[config.mk]
export PLATFORM = sky130hd
export DESIGN_NAME = mem_access_stage
export DESIGN_NICKNAME = d
export VERILOG_FILES = /design/src/rtl/mem_pkg.sv /design/src/rtl/mem_wb_reg.sv /design/src/rtl/mem_access_stage.sv
export SDC_FILE = /design/constraint.sdc
export NUM_CORES = 1
export LEC_CHECK = 0
export CAP_MARGIN = 0
export CORE_ASPECT_RATIO = 1.1
export CORE_MARGIN = 1
export CORE_UTILIZATION = 38
export CTS_CLUSTER_DIAMETER = 150
export DETAILED_ROUTE_END_ITERATION = 10
export HOLD_SLACK_MARGIN = 0.03
export PLACE_DENSITY = 0.87
export SYNTH_ARGS = -nofsm -noshare
export SYNTH_HDL_FRONTEND = slang
export SYNTH_SLANG_ARGS = --single-unit
[constraint.sdc]
create_clock -name clk -period 5.3 [get_ports clk]
set_clock_uncertainty 0.15 [all_clocks]
set_input_delay 1.325 -clock clk [delete_from_list [all_inputs] [get_ports clk]]
set_output_delay 1.325 -clock clk [all_outputs]
set_load 0.1 [all_outputs]
[src/rtl/mem_pkg.sv]
// Shared types for the MEM stage: wait-state FSM encoding and writeback-control bit positions.
package mem_pkg;

  typedef enum logic {
    IDLE = 1'b0,
    WAIT = 1'b1
  } state_t;

  localparam int WB_W        = 2;
  localparam int WB_REGWRITE = 1;
  localparam int WB_MEMTOREG = 0;

endpackage

[src/rtl/mem_wb_reg.sv]
// MEM/WB pipeline register: loads the stage results on capture, inserts a writeback bubble on stall.
// Latency 1 cycle; during a bubble only the writeback controls and the error flag are cleared.
import mem_pkg::*;

module mem_wb_reg #(
  parameter int ADDR_W = 32,
  parameter int DATA_W = 32,
  parameter int REG_W  = 5
) (
  input  logic              clk,
  input  logic              reset,
  input  logic              capture_i,
  input  logic              bubble_i,
  input  logic [WB_W-1:0]   wb_i,
  input  logic [ADDR_W-1:0] alu_i,
  input  logic [REG_W-1:0]  rd_i,
  input  logic [DATA_W-1:0] mem_data_i,
  input  logic              align_err_i,
  output logic [WB_W-1:0]   wb_o,
  output logic [ADDR_W-1:0] alu_o,
  output logic [REG_W-1:0]  rd_o,
  output logic [DATA_W-1:0] mem_data_o,
  output logic              align_err_o
);

  logic [WB_W-1:0]   wb_d, wb_q;
  logic [ADDR_W-1:0] alu_d, alu_q;
  logic [REG_W-1:0]  rd_d, rd_q;
  logic [DATA_W-1:0] mem_data_d, mem_data_q;
  logic              align_err_d, align_err_q;

  always_comb begin
    wb_d        = wb_q;
    alu_d       = alu_q;
    rd_d        = rd_q;
    mem_data_d  = mem_data_q;
    align_err_d = align_err_q;
    if (bubble_i) begin
      // Address/data fields hold so the writeback stage sees a stable, inert slot.
      wb_d        = '0;
      align_err_d = 1'b0;
    end else if (capture_i) begin
      wb_d        = wb_i;
      alu_d       = alu_i;
      rd_d        = rd_i;
      mem_data_d  = mem_data_i;
      align_err_d = align_err_i;
    end
  end

  always_ff @(posedge clk or posedge reset) begin
    if (reset) begin
      wb_q        <= '0;
      alu_q       <= '0;
      rd_q        <= '0;
      mem_data_q  <= '0;
      align_err_q <= 1'b0;
    end else begin
      wb_q        <= wb_d;
      alu_q       <= alu_d;
      rd_q        <= rd_d;
      mem_data_q  <= mem_data_d;
      align_err_q <= align_err_d;
    end
  end

  assign wb_o        = wb_q;
  assign alu_o       = alu_q;
  assign rd_o        = rd_q;
  assign mem_data_o  = mem_data_q;
  assign align_err_o = align_err_q;

endmodule

[src/rtl/mem_access_stage.sv]
// MIPS MEM stage: req/ack data-memory access feeding the MEM/WB register; stall_o freezes upstream
// while memory is slow (one WB bubble per stalled cycle). MEM_ALIGN_CHECK_EN enables misalignment trapping.
import mem_pkg::*;

module mem_access_stage #(
  parameter int ADDR_W = 32,
  parameter int DATA_W = 32,
  parameter int REG_W  = 5
) (
  input  logic              clk,
  input  logic              reset,
  input  logic              mem_write_i,
  input  logic              mem_read_i,
  input  logic [1:0]        wb_i,
  input  logic [ADDR_W-1:0] alu_i,
  input  logic [REG_W-1:0]  rd_i,
  input  logic [DATA_W-1:0] store_data_i,
  output logic              dmem_req_o,
  output logic              dmem_we_o,
  output logic [ADDR_W-1:0] dmem_addr_o,
  output logic [DATA_W-1:0] dmem_wdata_o,
  input  logic              dmem_ack_i,
  input  logic [DATA_W-1:0] dmem_rdata_i,
  output logic              stall_o,
  output logic [1:0]        wb_o,
  output logic [DATA_W-1:0] mem_data_o,
  output logic [ADDR_W-1:0] alu_o,
  output logic [REG_W-1:0]  rd_o,
  output logic              align_err_o
);

  state_t            state_d, state_q;
  logic              access_raw;
  logic              misaligned;
  logic              access;
  logic              done;
  logic              stall;
  logic              req;
  logic [WB_W-1:0]   wb_eff;
  logic [DATA_W-1:0] load_data;

  assign access_raw = mem_read_i | mem_write_i;

`ifdef MEM_ALIGN_CHECK_EN
  assign misaligned = access_raw & (alu_i[1:0] != 2'b00);
`else
  assign misaligned = 1'b0;
`endif

  // A misaligned access never reaches memory, so it neither requests nor stalls.
  assign access = access_raw & ~misaligned;
  assign done   = access & dmem_ack_i;
  assign stall  = access & ~dmem_ack_i & ~reset;

  always_comb begin
    state_d = state_q;
    req     = 1'b0;
    case (state_q)
      IDLE: begin
        req = access;
        if (access && !dmem_ack_i) state_d = WAIT;
      end
      WAIT: begin
        req = 1'b1;
        if (dmem_ack_i) state_d = IDLE;
      end
      default: state_d = IDLE;
    endcase
  end

  always_ff @(posedge clk or posedge reset) begin
    if (reset) state_q <= IDLE;
    else       state_q <= state_d;
  end

  // Request drops the moment reset asserts, abandoning any in-flight access.
  assign dmem_req_o   = req & ~reset;
  assign dmem_we_o    = mem_write_i;
  assign dmem_addr_o  = alu_i;
  assign dmem_wdata_o = store_data_i;
  assign stall_o      = stall;

  // Write wins when both read and write are asserted, so no load data is returned.
  assign load_data = (done && mem_read_i && !mem_write_i) ? dmem_rdata_i : '0;

  always_comb begin
    wb_eff              = '0;
    wb_eff[WB_REGWRITE] = wb_i[WB_REGWRITE] & ~misaligned;
    wb_eff[WB_MEMTOREG] = wb_i[WB_MEMTOREG] & ~misaligned;
  end

  mem_wb_reg #(
    .ADDR_W (ADDR_W),
    .DATA_W (DATA_W),
    .REG_W  (REG_W)
  ) u_mem_wb_reg (
    .clk         (clk),
    .reset       (reset),
    .capture_i   (~stall),
    .bubble_i    (stall),
    .wb_i        (wb_eff),
    .alu_i       (alu_i),
    .rd_i        (rd_i),
    .mem_data_i  (load_data),
    .align_err_i (misaligned),
    .wb_o        (wb_o),
    .alu_o       (alu_o),
    .rd_o        (rd_o),
    .mem_data_o  (mem_data_o),
    .align_err_o (align_err_o)
  );

endmodule

== Word-level counts from Yosys, hierarchy flattened ==
Cells that the tools add are included.
Widths: inputs -> output; s select.
Word-level totals
  word-level logic and storage cells: 24
  output and inout bits: 139
  bits in registers: 72
  bits of input ports: 108
Cells by class
  reduce and logical (&&, ||, !) cells: 5
  mux-type cells: 6
  bitwise logic cells: 8
Operators with widths (number)
  $mux 32: 1
  $and 1x1->1: 4
  $pmux 1 s2: 2
  $logic_and 1x1->1: 3
  $not 1->1: 3
  $logic_not 1->1: 2
  $mux 1: 2
  $mux 2: 1
  $or 1x1->1: 1

== Logic depth before layout (Yosys ltp) ==
Gate-level depths: netlist of run 1.
  depth after elaboration: 5
  mapped depth: 5
  depth with buffers taken out: 3

== Hierarchy ==
Synthesis of run 1 repeated with hierarchy kept, for this count alone.
Unflattened totals
  cell total of the unflattened synthesis: 267
  area total of the unflattened synthesis: 3606.0 µm²
By module, submodules not included
  mem_wb_reg: area each 2763.9 µm², seq. area each 1801.7 µm², instances 1, cells each 157
  mem_access_stage: area each 842.1 µm², seq. area each 25.0 µm², instances 1, cells each 110

== Worst setup path after synthesis of run 1 ==
OpenSTA, ideal clock, no wires.
  kind: input to output
  start: input mem_read_i
  end: output dmem_req_o
  cell stages on the path: 2
  required time: 3.825 ns
  data arrival time: 2.625 ns
  path slack: 1.200 ns
  cells stage by stage: nor3_1 > nor2_1
Between the ends
  word-level cells in the longest chain between the ends: 3
RTL lines
  from (decl): line mem_access_stage.sv:13  | input logic mem_read_i,
  $or 1x1->1: line mem_access_stage.sv:42  | assign access_raw = mem_read_i | mem_write_i;
  $pmux 1 s2: line mem_access_stage.sv:58  | case (state_q)
  $and 1x1->1: line mem_access_stage.sv:77  | assign dmem_req_o = req & ~reset;
  to (decl): line mem_access_stage.sv:18  | output logic dmem_req_o,
No other way between the ends.

== Worst setup path in the final report of run 1 ==
  start: input mem_write_i
  end: output dmem_req_o
Between the ends
  word-level cells in the longest chain between the ends: 3
RTL lines
  from (decl): line mem_access_stage.sv:12  | input logic mem_write_i,
  $or 1x1->1: line mem_access_stage.sv:42
  $pmux 1 s2: line mem_access_stage.sv:58
  $and 1x1->1: line mem_access_stage.sv:77
No other way between the ends.

==> flow_summary_export.csv, run 1 <==
group,metric,value,unit
layout,final_layout_size_suffix_gt1_frac,0.256,
worst_setup_path,crit_path_cell_trace,"clkdlybuf4s50_1 > nor3_1 > nor2_1 > buf_4",
cts,clk_latency,0.33,ns
routing,routed_wl,8060,um
floorplanning,start_util,0.391,
sta,finalSetupViolCount,0,
min_path,min_from,"u_mem_wb_reg.mem_data_o[19]",
routing,vias,2271,
power,p_seq_frac,0.358,
yosys,synthCells,244,
routing,wl_per_cell,16.9,um
sta,min_period,4.23,ns
placed_design,place.gp.congestion,0.717,
cts,clock-sinks,72,
worst_setup_path,ff2ff_setup_slack,4.19,ns
yosys,ys_types,18,
cts,path_clk_slew,0.07,ns
routing,viasPerCell,4.76,
global_route,track_usage,0.168,
status,status,"finished, final reports clean",
yosys,synth_common_cells,"dfrtp_1, buf_4, mux2_4, a22o_1, a32o_1",
min_path,hold_path_class,"flop to flop",
cts,holdBufCountCts,0,
sta,tightest_slew,1.06,ns
placed_design,dp_worst_setup_slack,1.08,ns
job,cap_violations,0,
layout,area_growth,43.5,%
yosys,synth_seq_area_share,0.522,
placed_design,numPortBuffers,181,
sta,layout_setup_ws,1.07,ns
power,p_clk_frac,0.287,
cts,cts_tree,"done",
yosys,synth_seq_cells,72,
power,combPwrFrac,0.355,
sta,hold_viol,0,
sta,drv_slew,0,
floorplanning,die_h,102,um
power,p_sw,656,uW
cts,cts_setup_buffers,0,
routing,final_antenna_net_count,0,
floorplanning,die_x,92.8,um
global_route,grt_pass1_vias,2359,
worst_setup_path,start_kind,"input port",
floorplanning,ios,247,
power,power_density,341,nW/um2
yosys,synth-edff-count,0,
placed_design,placed_area,4720,um2
power,vdd_drop_max,0.000126,V
floorplanning,num_rows,36,
cts,h-tree-depth,3,
layout,antenna_cells,0,
yosys,synth_area,3450,um2
worst_setup_path,slowest_stage,"clkdlybuf4s50_1",
cts,clock_path_buffers,2,
floorplanning,fp.coreArea,8830,um2
layout,layout.cells.non_filler,477,
global_route,grt_overflow,0,
placed_design,hpwlAfterDp,5790,um
yosys,ys_async_sr_fraction,1.00,
sta,fin_crit_sh,0.798,
yosys,synthFlopType,"dfrtp_1",
worst_setup_path,crit_required,3.83,ns
sta,max-slew-margin-rel,0.292,
yosys,synth_warnings,0,
cts,root_buffer,"clkbuf_8",
worst_setup_path,cp-end-kind,"primary output",
global_route,antenna_found_initial,0,
routing,drcViolationCount,0,
yosys,synth_top_cell_area_share,0.522,
worst_setup_path,crit-reg2reg-launch,"u_mem_wb_reg.mem_data_o[21]",
global_route,grt_max_degree,60,
layout,finalInstanceArea,4950,um2
worst_setup_path,slowest_delay,0.85,ns
sta,rsz0062_at_grt,"false",
yosys,synth_fp_nets,352,
yosys,post-synth-top-count-cell,"dfrtp_1",
routing,dr.pass1.iters,4,
worst_setup_path,crit_type,"input port to primary output",
power,cellLeakagePower,0.00220,uW
global_route,grt_first_pass_wirelength,12100,um
cts,cts_buffers,9,
layout,final_nets,466,
yosys,synth.area.top_cells,"dfrtp_1, mux2_4, buf_4",
yosys,synth.avg_cell_area,14.1,um2
sta,fmax,237,MHz
placed_design,dp_cells,461,
yosys,yosysTopAreaCell,"dfrtp_1",
sta,whs,0.358,ns
worst_setup_path,worstPathArrival,2.75,ns
sta,tns,0,ns
power,p_sw_frac,0.389,
worst_setup_path,critPathLaunch,"mem_write_i",
power,intPower,1030,uW
worst_setup_path,cp_max_fo,16,
routing,drtIter0Drc,84,
cts,cts_resized,0,
floorplanning,design.die.area,9460,um2
[final cells by class]
class / instances / area, um2
Clock buffer: 10 / 138
Clock inverter: 6 / 90.1
Fill cell: 742 / 3880
Inverter: 1 / 3.75
Multi-Input combinational cell: 91 / 1020
Sequential cell: 72 / 1800
Tap cell: 114 / 143
Timing Repair Buffer: 183 / 1750
[per-layer routing]
layer	track usage	wire length (um)
met5	0	0
met4	0.0817	209
met3	0.0461	662
met2	0.283	4010
met1	0.199	3180
[worst paths after layout]
| path | to | cells past startpoint |
|---|---|---|
| max in group asynchronous | u_mem_wb_reg.mem_data_o[9] | 3 |
| worst max register to register | u_mem_wb_reg.mem_data_o[21] | 2 |
| worst min-delay path | u_mem_wb_reg.mem_data_o[19] | 1 |
| worst min register to register | u_mem_wb_reg.mem_data_o[19] | 1 |
| min in group asynchronous | u_mem_wb_reg.mem_data_o[7] | 2 |
| worst max-delay path | dmem_req_o | 4 |
[sequential cells by signal, summed over array words and instances (netlist names)]
name,cells
u_mem_wb_reg.mem_data_o,32
u_mem_wb_reg.wb_o,2
u_mem_wb_reg.rd_o,5
state_q,1
u_mem_wb_reg.alu_o,32
[metrics by stage]
step | total power (uW) | utilization
floorplan | 1180 | -
global placement | 1210 | 0.535
detailed placement | 1210 | 0.535
CTS | 1710 | 0.561
global route | 1750 | 0.561
finish | 1690 | 0.561
[power groups by stage]
stage	combinational, uW	clock (uW)	sequential (uW)
floorplan	326	0	854
global placement	596	0	612
detailed placement	602	0	613
CTS	602	504	603
global route	616	530	607
finish	599	485	603
[layout by cell type, fill, tap and decap left out]
cell type        synthesis  layout
a22o_1                  32      32
a32o_1                  12      12
and2_1                   1       1
buf_12                   3       1
buf_4                   67      36
bufinv_16                0       2
clkbuf_8                 0      10
clkdlybuf4s50_1          0     146
clkinv_2                 0       1
clkinv_4                 0       1
clkinvlp_4               0       1
conb_1                   1       1
dfrtp_1                 72      72
inv_2                    0       1
inv_6                    0       1
mux2_4                  37      37
nor2_1                   2       2
nor2_4                   1       1
nor2b_1                  3       3
nor3_1                   1       1
o21a_4                   1       1
[logic make-up (layout without fill, tap and decap cells)]
logic type / after synthesis / after routing / share of synthesized area
compound gates: 45 / 45 / 0.120
flops: 72 / 72 / 0.522
simple gates: 8 / 8 / 0.0141
buf+inv: 81 / 200 / 0.181
other cells: 1 / 1 / 0.00109
mux: 37 / 37 / 0.161
[worst max-delay path, delay by kind of cell]
| family | cells | cell delay [ns] |
|---|---|---|
| and+or+nand+nor | 2 | 0.27 |
| buffers and inverters | 2 | 1.15 |
(Power assumes the default switching activity.)
==> inputs of run 2 (changes only) <==
--- a/config.mk
+++ b/config.mk
@@ -8,11 +8,11 @@
 export CAP_MARGIN = 0
 export CORE_ASPECT_RATIO = 1.1
 export CORE_MARGIN = 1
-export CORE_UTILIZATION = 38
+export CORE_UTILIZATION = 32
 export CTS_CLUSTER_DIAMETER = 150
 export DETAILED_ROUTE_END_ITERATION = 10
 export HOLD_SLACK_MARGIN = 0.03
-export PLACE_DENSITY = 0.87
+export PLACE_DENSITY = 0.78
 export SYNTH_ARGS = -nofsm -noshare
 export SYNTH_HDL_FRONTEND = slang
 export SYNTH_SLANG_ARGS = --single-unit
==> constraint.sdc (replaced) <==
create_clock -name clk -period 3.8 [get_ports clk]
set_clock_uncertainty 0.15 [all_clocks]
set_input_delay 0.95 -clock clk [delete_from_list [all_inputs] [get_ports clk]]
set_output_delay 0.95 -clock clk [all_outputs]
set_load 0.1 [all_outputs]
==> flow_summary_export.csv, run 2 (synthesis gave the netlist of run 1 again) <==
group,metric,value,unit
sta,min_period,3.23,ns
worst_setup_path,start_kind,"input port",
worst_setup_path,crit_required,2.70,ns
floorplanning,ios,247,
cts,clock_path_buffers,2,
sta,finalSetupViolCount,0,
routing,final_antenna_net_count,0,
global_route,track_usage,0.143,
cts,clock-sinks,72,
floorplanning,num_rows,39,
cts,cts_buffers,9,
routing,dr.pass1.iters,4,
floorplanning,fp.coreArea,10400,um2
routing,vias,2314,
layout,fillers,955,
sta,tightest_slew,0.980,ns
routing,viasPerCell,4.54,
placed_design,numPortBuffers,181,
power,vdd_drop_max,0.000252,V
cts,holdBufCountCts,0,
routing,wl_per_cell,15.7,um
placed_design,hpwlAfterDp,5720,um
sta,fin_crit_sh,0.850,
min_path,hold_path_class,"flop to flop",
floorplanning,design.die.area,11200,um2
global_route,antenna_found_initial,0,
status,status,"finished, final reports clean",
worst_setup_path,slowest_delay,0.55,ns
layout,final_layout_size_suffix_gt1_frac,0.373,
power,cellLeakagePower,0.00233,uW
worst_setup_path,critPathTopFamily,"buffers and inverters",
cts,cts_tree,"done",
cts,path_clk_slew,0.05,ns
worst_setup_path,crit_path_cell_trace,"clkdlybuf4s50_1 > buf_4 > o21a_4 > buf_12",
cts,cts_resized,0,
floorplanning,die_h,111,um
worst_setup_path,critPathBufInv,3,
job,cap_violations,0,
layout,final_nets,470,
sta,tns,0,ns
cts,clk_latency,0.32,ns
sta,hold_viol,0,
cts,root_buffer,"clkbuf_16",
floorplanning,start_util,0.330,
worst_setup_path,worstPathArrival,2.13,ns
cts,h-tree-depth,3,
layout,finish.utilization,0.482,
layout,layout_common_cells,"clkdlybuf4s50_1, buf_4, dfrtp_1",
sta,rsz0062_at_grt,"false",
sta,max-slew-margin-rel,0.345,
worst_setup_path,slowest_stage,"clkdlybuf4s50_1",
worst_setup_path,cp_max_fo,14,
routing,drcViolationCount,0,
layout,layout_commonest_cell,"clkdlybuf4s50_1",
sta,drv_slew,0,
cts,cts_setup_buffers,0,
global_route,grt_pass1_vias,2371,
layout,antenna_cells,0,
global_route,grt_max_degree,73,
global_route,grt_first_pass_wirelength,12200,um
worst_setup_path,crit_type,"input port to primary output",
sta,fmax,310,MHz
power,power_density,499,nW/um2
layout,area_growth,46.0,%
worst_setup_path,cp-end-kind,"primary output",
routing,routed_wl,7980,um
floorplanning,die_x,101,um
global_route,grt_overflow,0,
placed_design,place.gp.congestion,0.724,
routing,drtIter0Drc,24,
==> run 2: cell count changes in the layout (fill, tap and decap cells not counted), sizes merged <==
cell and delta:
bufinv -1, clkinvlp -1, buf +46, clkbuf +3
clkdlybuf4s50 -42, inv -1
==> run 2: metrics by stage <==
stage	power, uW	hold slack [ns]	instance area [um2]	worst slack [ns]	cells
2_1_floorplan	1650	0.302	3450	0.450	244
3_3_place_gp	1690	0.329	4730	0.597	494
3_5_place_dp	1700	0.340	4730	0.579	494
4_1_cts	2550	0.357	5030	0.572	510
5_1_grt	2610	0.362	5030	0.539	510
6_report	2510	0.354	5030	0.569	510
==> run 2: layout make-up <==
class / count / area [um2] / share of cell area
flip-flops and latches: 72 / 1800 / 0.358
well taps: 143 / 179 / 0.0355
multi-input cells: 91 / 1020 / 0.203
inverters: 1 / 3.75 / 0.000746
clock buffers: 13 / 260 / 0.0517
repair buffers: 187 / 1730 / 0.343
clock inverters: 3 / 40.0 / 0.00795
==> run 2: layer usage <==
layer / track usage / part of all wire / vias to the layer above
met3: 0.0397 / 0.080 / 18
met1: 0.162 / 0.40 / 1124
met4: 0.0773 / 0.020 / 0
met2: 0.240 / 0.50 / 127
li1: - / - / 1045
met5: 0 / 0 / -
==> run 2: worst paths after layout <==
path,from,end,slack [ns],cells past startpoint
min in group asynchronous,reset,u_mem_wb_reg.rd_o[2],1.01,3
worst max-delay path,mem_write_i,stall_o,0.57,4
worst min register to register,u_mem_wb_reg.rd_o[4],u_mem_wb_reg.rd_o[4],0.35,1
worst min-delay path,u_mem_wb_reg.rd_o[4],u_mem_wb_reg.rd_o[4],0.35,1
worst max register to register,u_mem_wb_reg.mem_data_o[22],u_mem_wb_reg.mem_data_o[22],2.71,2
max in group asynchronous,reset,u_mem_wb_reg.mem_data_o[2],2.18,3
==> run 2: where the power goes <==
group	total [uW]	switching [uW]	internal, uW
clock network	835	294	542
registers	842	28.0	814
logic	836	602	234
total	2510	923	1590
==> inputs of run 3 (changes only) <==
--- a/config.mk
+++ b/config.mk
@@ -8,11 +8,11 @@
 export CAP_MARGIN = 0
 export CORE_ASPECT_RATIO = 1.1
 export CORE_MARGIN = 1
-export CORE_UTILIZATION = 32
+export CORE_UTILIZATION = 35
 export CTS_CLUSTER_DIAMETER = 150
 export DETAILED_ROUTE_END_ITERATION = 10
 export HOLD_SLACK_MARGIN = 0.03
-export PLACE_DENSITY = 0.78
+export PLACE_DENSITY = 0.81
 export SYNTH_ARGS = -nofsm -noshare
 export SYNTH_HDL_FRONTEND = slang
 export SYNTH_SLANG_ARGS = --single-unit
==> constraint.sdc (replaced) <==
create_clock -name clk -period 3.3 [get_ports clk]
set_clock_uncertainty 0.15 [all_clocks]
set_input_delay 0.825 -clock clk [delete_from_list [all_inputs] [get_ports clk]]
set_output_delay 0.825 -clock clk [all_outputs]
set_load 0.1 [all_outputs]
==> flow_summary_export.csv, run 3 (synthesis gave the netlist of run 1 again) <==
group,metric,value,unit
cts,clock_path_buffers,2,
routing,routed_wl,8090,um
global_route,grt_pass1_vias,2443,
worst_setup_path,worstPathArrival,1.88,ns
sta,drv_slew,0,
global_route,grt_first_pass_wirelength,12800,um
routing,wl_per_cell,16.7,um
power,finalPower,2750,uW
cts,clock-sinks,72,
layout,final_nets,472,
placed_design,hpwlAfterDp,6080,um
cts,path_clk_slew,0.07,ns
power,combPwrFrac,0.371,
worst_setup_path,cp-end-kind,"primary output",
layout,layout_common_cells,"buf_4, clkdlybuf4s50_1, dfrtp_1",
floorplanning,die_h,106,um
routing,drtIter0Drc,66,
placed_design,placed_area,5060,um2
power,p_seq_frac,0.352,
sta,tns,0,ns
worst_setup_path,crit_type,"input port to primary output",
power,p_clk_frac,0.277,
cts,cts_buffers,9,
power,p_sw_frac,0.389,
cts,holdBufCountCts,0,
power,power_density,521,nW/um2
sta,fmax,350,MHz
power,p_sw,1070,uW
layout,antenna_cells,0,
floorplanning,fp.coreArea,9440,um2
sta,fin_crit_sh,0.865,
floorplanning,num_rows,37,
sta,min_period,2.86,ns
cts,root_buffer,"clkbuf_8",
power,intPower,1680,uW
min_path,hold_path_class,"flop to flop",
global_route,antenna_found_initial,0,
placed_design,dp_cells,470,
power,vdd_drop_max,0.000286,V
status,status,"finished, final reports clean",
sta,hold_viol,0,
cts,clk_latency,0.33,ns
worst_setup_path,start_kind,"input port",
routing,drcViolationCount,0,
cts,cts_setup_buffers,0,
layout,final_layout_size_suffix_gt1_frac,0.458,
layout,finalInstanceArea,5280,um2
layout,layout_commonest_cell,"buf_4",
cts,cts_resized,0,
worst_setup_path,cp_max_fo,3,
global_route,track_usage,0.156,
layout,layout.cells.non_filler,486,
cts,cts_tree,"done",
worst_setup_path,crit_required,2.32,ns
power,cellLeakagePower,0.00248,uW
sta,whs,0.360,ns
floorplanning,ios,247,
cts,h-tree-depth,3,
global_route,grt_max_degree,60,
job,cap_violations,0,
sta,finalSetupViolCount,0,
global_route,grt_overflow,0,
floorplanning,start_util,0.365,
floorplanning,die_x,96.7,um
layout,area_growth,53.0,%
placed_design,place.gp.congestion,0.696,
placed_design,numPortBuffers,181,
sta,rsz0062_at_grt,"false",
floorplanning,design.die.area,10300,um2
routing,final_antenna_net_count,0,
routing,viasPerCell,4.80,
routing,dr.pass1.iters,4,
routing,vias,2335,
[run 3: cell types whose count changed in the layout (fill, tap and decap cells not counted), sizes merged]
cell and delta:
clkinvlp +2, clkdlybuf4s50 -29, clkbuf -3, inv +1, clkinv -1, buf +31, bufinv +1
[run 3: path summary, 6_finish.rpt]
kind                                               end  slack, ns  depth (start not counted)                         from
min in group asynchronous   u_mem_wb_reg.mem_data_o[4]       0.83                          2                        reset
hold / removal             u_mem_wb_reg.mem_data_o[19]       0.36                          1  u_mem_wb_reg.mem_data_o[19]
setup reg to reg           u_mem_wb_reg.mem_data_o[29]       2.21                          2  u_mem_wb_reg.mem_data_o[29]
setup / recovery                               stall_o       0.44                          4                        reset
max in group asynchronous  u_mem_wb_reg.mem_data_o[14]       1.49                          3                        reset
hold reg to reg            u_mem_wb_reg.mem_data_o[19]       0.36                          1  u_mem_wb_reg.mem_data_o[19]
[run 3: per-layer routing]
| metal | up-vias | GRT usage | share of wire |
|---|---|---|---|
| met1 | 1168 | 0.188 | 0.39 |
| met3 | 11 | 0.0421 | 0.068 |
| met2 | 117 | 0.266 | 0.53 |
| li1 | 1039 | - | - |
| met4 | 0 | 0.0576 | 0.0094 |
| met5 | - | 0 | 0 |
[run 3: critical path, stage by stage]
cell and delay, ns:
clkdlybuf4s50_1 0.50, nor2_4 0.16, o21a_4 0.20, buf_12 0.18
[run 3: stage by stage]
step,setup WS [ns],util
after global placement,0.490,0.536
after CTS,0.444,0.559
after detailed placement,0.444,0.536
after floorplan,0.200,-
final,0.445,0.559
after global routing,0.387,0.559
[run 3: power groups by stage]
| stage | Combinational, uW | Sequential [uW] | Clock, uW |
|---|---|---|---|
| 2_1_floorplan | 524 | 1370 | 0 |
| 3_3_place_gp | 1020 | 982 | 0 |
| 3_5_place_dp | 1030 | 984 | 0 |
| 4_1_cts | 1030 | 967 | 795 |
| 5_1_grt | 1050 | 974 | 838 |
| 6_report | 1020 | 967 | 763 |
[run 3: cell type report]
cell class,count,area (um2)
clock buffers,10,128
clock inverters,6,92.6
fillers,786,4170
inverters,1,3.75
multi-input cells,91,1020
flip-flops and latches,72,1800
well taps,117,146
repair buffers,189,2080
==> RTL edit, RTL diff (flow settings as in run 3) <==
Register the output `align_err_o`, cleared by the reset; this adds one clock of latency there. The other outputs are not delayed to match.
--- a/src/rtl/mem_access_stage.sv
+++ b/src/rtl/mem_access_stage.sv
@@ -29,4 +29,6 @@
   output logic              align_err_o
 );
+
+  logic align_err_c;
 
   state_t            state_d, state_q;
@@ -108,6 +110,14 @@
     .rd_o        (rd_o),
     .mem_data_o  (mem_data_o),
-    .align_err_o (align_err_o)
+    .align_err_o (align_err_c)
   );
+
+  always_ff @(posedge clk or posedge reset) begin
+    if (reset) begin
+      align_err_o <= '0;
+    end else begin
+      align_err_o <= align_err_c;
+    end
+  end
 
 endmodule
Function: kept (Yosys induction, for registers that start in step).
==> RTL edit against run 3 <==
  * Sequential cell count unchanged
  * Core utilization shrank 0.58 points
  * First-iteration DRC count increased by 9.1%
  * Cell area about the same
  * Power is 0.27% higher
  * Area after synthesis increased by 1.5%
  * Routed wire length grew 5.5%
  * Critical path depth did not move
  * Worst setup slack got worse by 0.052 ns
  * Via count up 4.2%
==> RTL edit: results (changes against run 3) <==
----------------------------------------------------
[Setup path]
  Flop2flop setup slack ... 2.20 ns
  Cell depth of the worst flop-to-flop path ... 2 (unchanged)
  Reg-to-reg endpoint ... u_mem_wb_reg.mem_data_o[11]
  Crit path arrival time ... 1.93 ns (+0.05 ns)
  Critical Path Source ... mem_write_i
  Destination of the critical timing path ... dmem_req_o
  Largest driver fanout on the critical path ... 4 (+1)
  Startpoint of the lowest-slack register-to-register path ... u_mem_wb_reg.mem_data_o[11]

[Place]
  Port buffer count ... 181 (unchanged)
  GPL Wtd Cong ... 0.6932 (-0.36%)
  Half-perimeter wire length after detailed placement ... 6.346 mm (+4.3%)

[CTS]
  Root cell of the clock tree ... clkbuf_8
  Post-CTS repair timing setup buffer count ... 0 (unchanged)
  Maximum root-to-sink buffer count ... 2 (unchanged)
  TritonCTS buffer count ... 9 (unchanged)
  Clock slew at the register clock pins of the worst setup and hold paths ... 0.08 ns
  Resized cells post-CTS ... 0 (unchanged)
  CTS HTree Levels ... 3 (unchanged)
  Worst skew pair latency ... 0.34 ns

[Yosys]
  FFs w/ async S/R, synth ... 1.000 (unchanged)
  Largest cells by area after synthesis ... dfrtp_1 51%, buf_4 14%, mux2_4 14%
  Top post-synthesis cells by count ... 72 x dfrtp_1, 67 x buf_4, 32 x a22o_1, 32 x mux2_4, 17 x a32o_1
  Share of synthesized area occupied by flip-flops and latches ... 0.5147 (-0.007654)
  Synth Net Count ... 360 (+2.3%)
  Xor and xnor area share after synthesis ... 0 (unchanged)
  Area fraction in compound gates after synthesis ... 0.1308 (+0.01039)
  YS warnings ... 0 (unchanged)
  Synthesized-area fraction occupied by adder cells ... 0 (unchanged)
  Number of distinct standard cells referenced by the synthesized netlist ... 19 (+1)
  Commonest register cell after synthesis ... dfrtp_1
  Fraction of synthesized area in multiplexers ... 0.1533 (-0.007721)

[Min path]
  HP Class ... flip-flop to flip-flop

[Global route]
  Global-route wire length before repair ... 13.17 mm (+3.2%)
  Global Route Usage Sum ... 0.1628 (+0.007015)
  Antenna violations before repair ... 0 (unchanged)
  Via count of the first global-routing pass ... 2516 (+3.0%)
  Maximum number of pins on one net before global-route repair ... 55 (-8.3%)

[Pwr]
  Static Leak ... 2.469 nW (-0.39%)
  Maximum vdd drop ... 0.2393 mV (-16%)

[Finish]
  # diodes ... 0 (unchanged)
  Layout cell share with drive strength beyond 1 ... 0.4420 (-0.01595)
  Count of nets after finishing ... 474 (+0.42%)
  Filler cells ... 794 (+1.0%)

[STA]
  Headroom to the max-slew limit ... 0.5274
  Count of final hold-check violations ... 0 (unchanged)

[Routing]
  Number of iterations in the first detailed-routing pass ... 4 (unchanged)
  Number of DRC markers after the initial detailed-route iteration ... 72 (+9.1%)
  Vias per cell ... 4.988 (+3.8%)
  Total wire length ... 8.536 mm (+5.5%)

[Run status]
  Outcome ... completed

----------------------------------------------------
RTL edit: cell count changes in the layout (fill, tap and decap cells not counted), sizes merged:
cell,before,now
a32o,12,17
buf,114,111
clkbuf,10,9
clkinv,1,5
inv,2,1
and2b,0,1
nor2b,3,2
clkinvlp,2,0
RTL edit: cell type report:
| cell class | instances | area share |
|---|---|---|
| inverter | 1 | 0.0007117 |
| sequential | 72 | 0.3416 |
| timing repair buffer | 186 | 0.3881 |
| clock buffer | 9 | 0.02349 |
| clock inverter | 7 | 0.01827 |
| multi-input combinational | 96 | 0.2000 |
| tap | 117 | 0.02776 |
RTL edit: power by group:
group          switching (mW)  internal (mW)
combinational           0.712          0.309
sequential             0.0330          0.936
clock                   0.341          0.427
total                    1.09           1.67
RTL edit: how the worst min path moves through the flow:
stage | slack (ns) | end | cells after the start | start
2_1_floorplan | 0.31 | state_q | 2 | state_q
4_1_cts | 0.35 | u_mem_wb_reg.rd_o[1] | 1 | u_mem_wb_reg.rd_o[1]
5_1_grt | 0.36 | u_mem_wb_reg.rd_o[1] | 1 | u_mem_wb_reg.rd_o[1]
3_5_place_dp | 0.33 | u_mem_wb_reg.rd_o[1] | 1 | u_mem_wb_reg.rd_o[1]
6_report | 0.35 | u_mem_wb_reg.rd_o[0] | 1 | u_mem_wb_reg.rd_o[0]
3_3_place_gp | 0.33 | u_mem_wb_reg.rd_o[2] | 1 | u_mem_wb_reg.rd_o[2]
RTL edit: cells by family after synthesis:
group,Yosys count
AND/OR/NAND/NOR,8
flip-flops,72
buffers and inverters,84
other,1
AO/OA/AOI/OAI,50
multiplexers,37
RTL edit: layer usage:
| layer | up-vias | track usage | part of all wire |
|---|---|---|---|
| li1 | 1071 | - | - |
| met1 | 1189 | 0.1762 | 0.37 |
| met2 | 147 | 0.2842 | 0.52 |
| met3 | 27 | 0.05802 | 0.085 |
| met4 | 0 | 0.07773 | 0.029 |
| met5 | - | 0 | 0 |
RTL edit: metrics by stage:
step | instances | total power, mW | cell area (um2) | setup WS [ns]
2_1_floorplan | 252 | 1.902 | 3503 | 0.3319
3_5_place_dp | 472 | 2.011 | 5054 | 0.3860
3_3_place_gp | 472 | 1.997 | 5054 | 0.4386
4_1_cts | 488 | 2.782 | 5274 | 0.3866
6_report | 488 | 2.757 | 5274 | 0.3923
5_1_grt | 488 | 2.857 | 5274 | 0.3393
RTL edit: worst max-delay path: stages:
cell and delay [ns]:
clkdlybuf4s50_1 0.50, nor3_1 0.34, nor2_2 0.09, buf_12 0.18
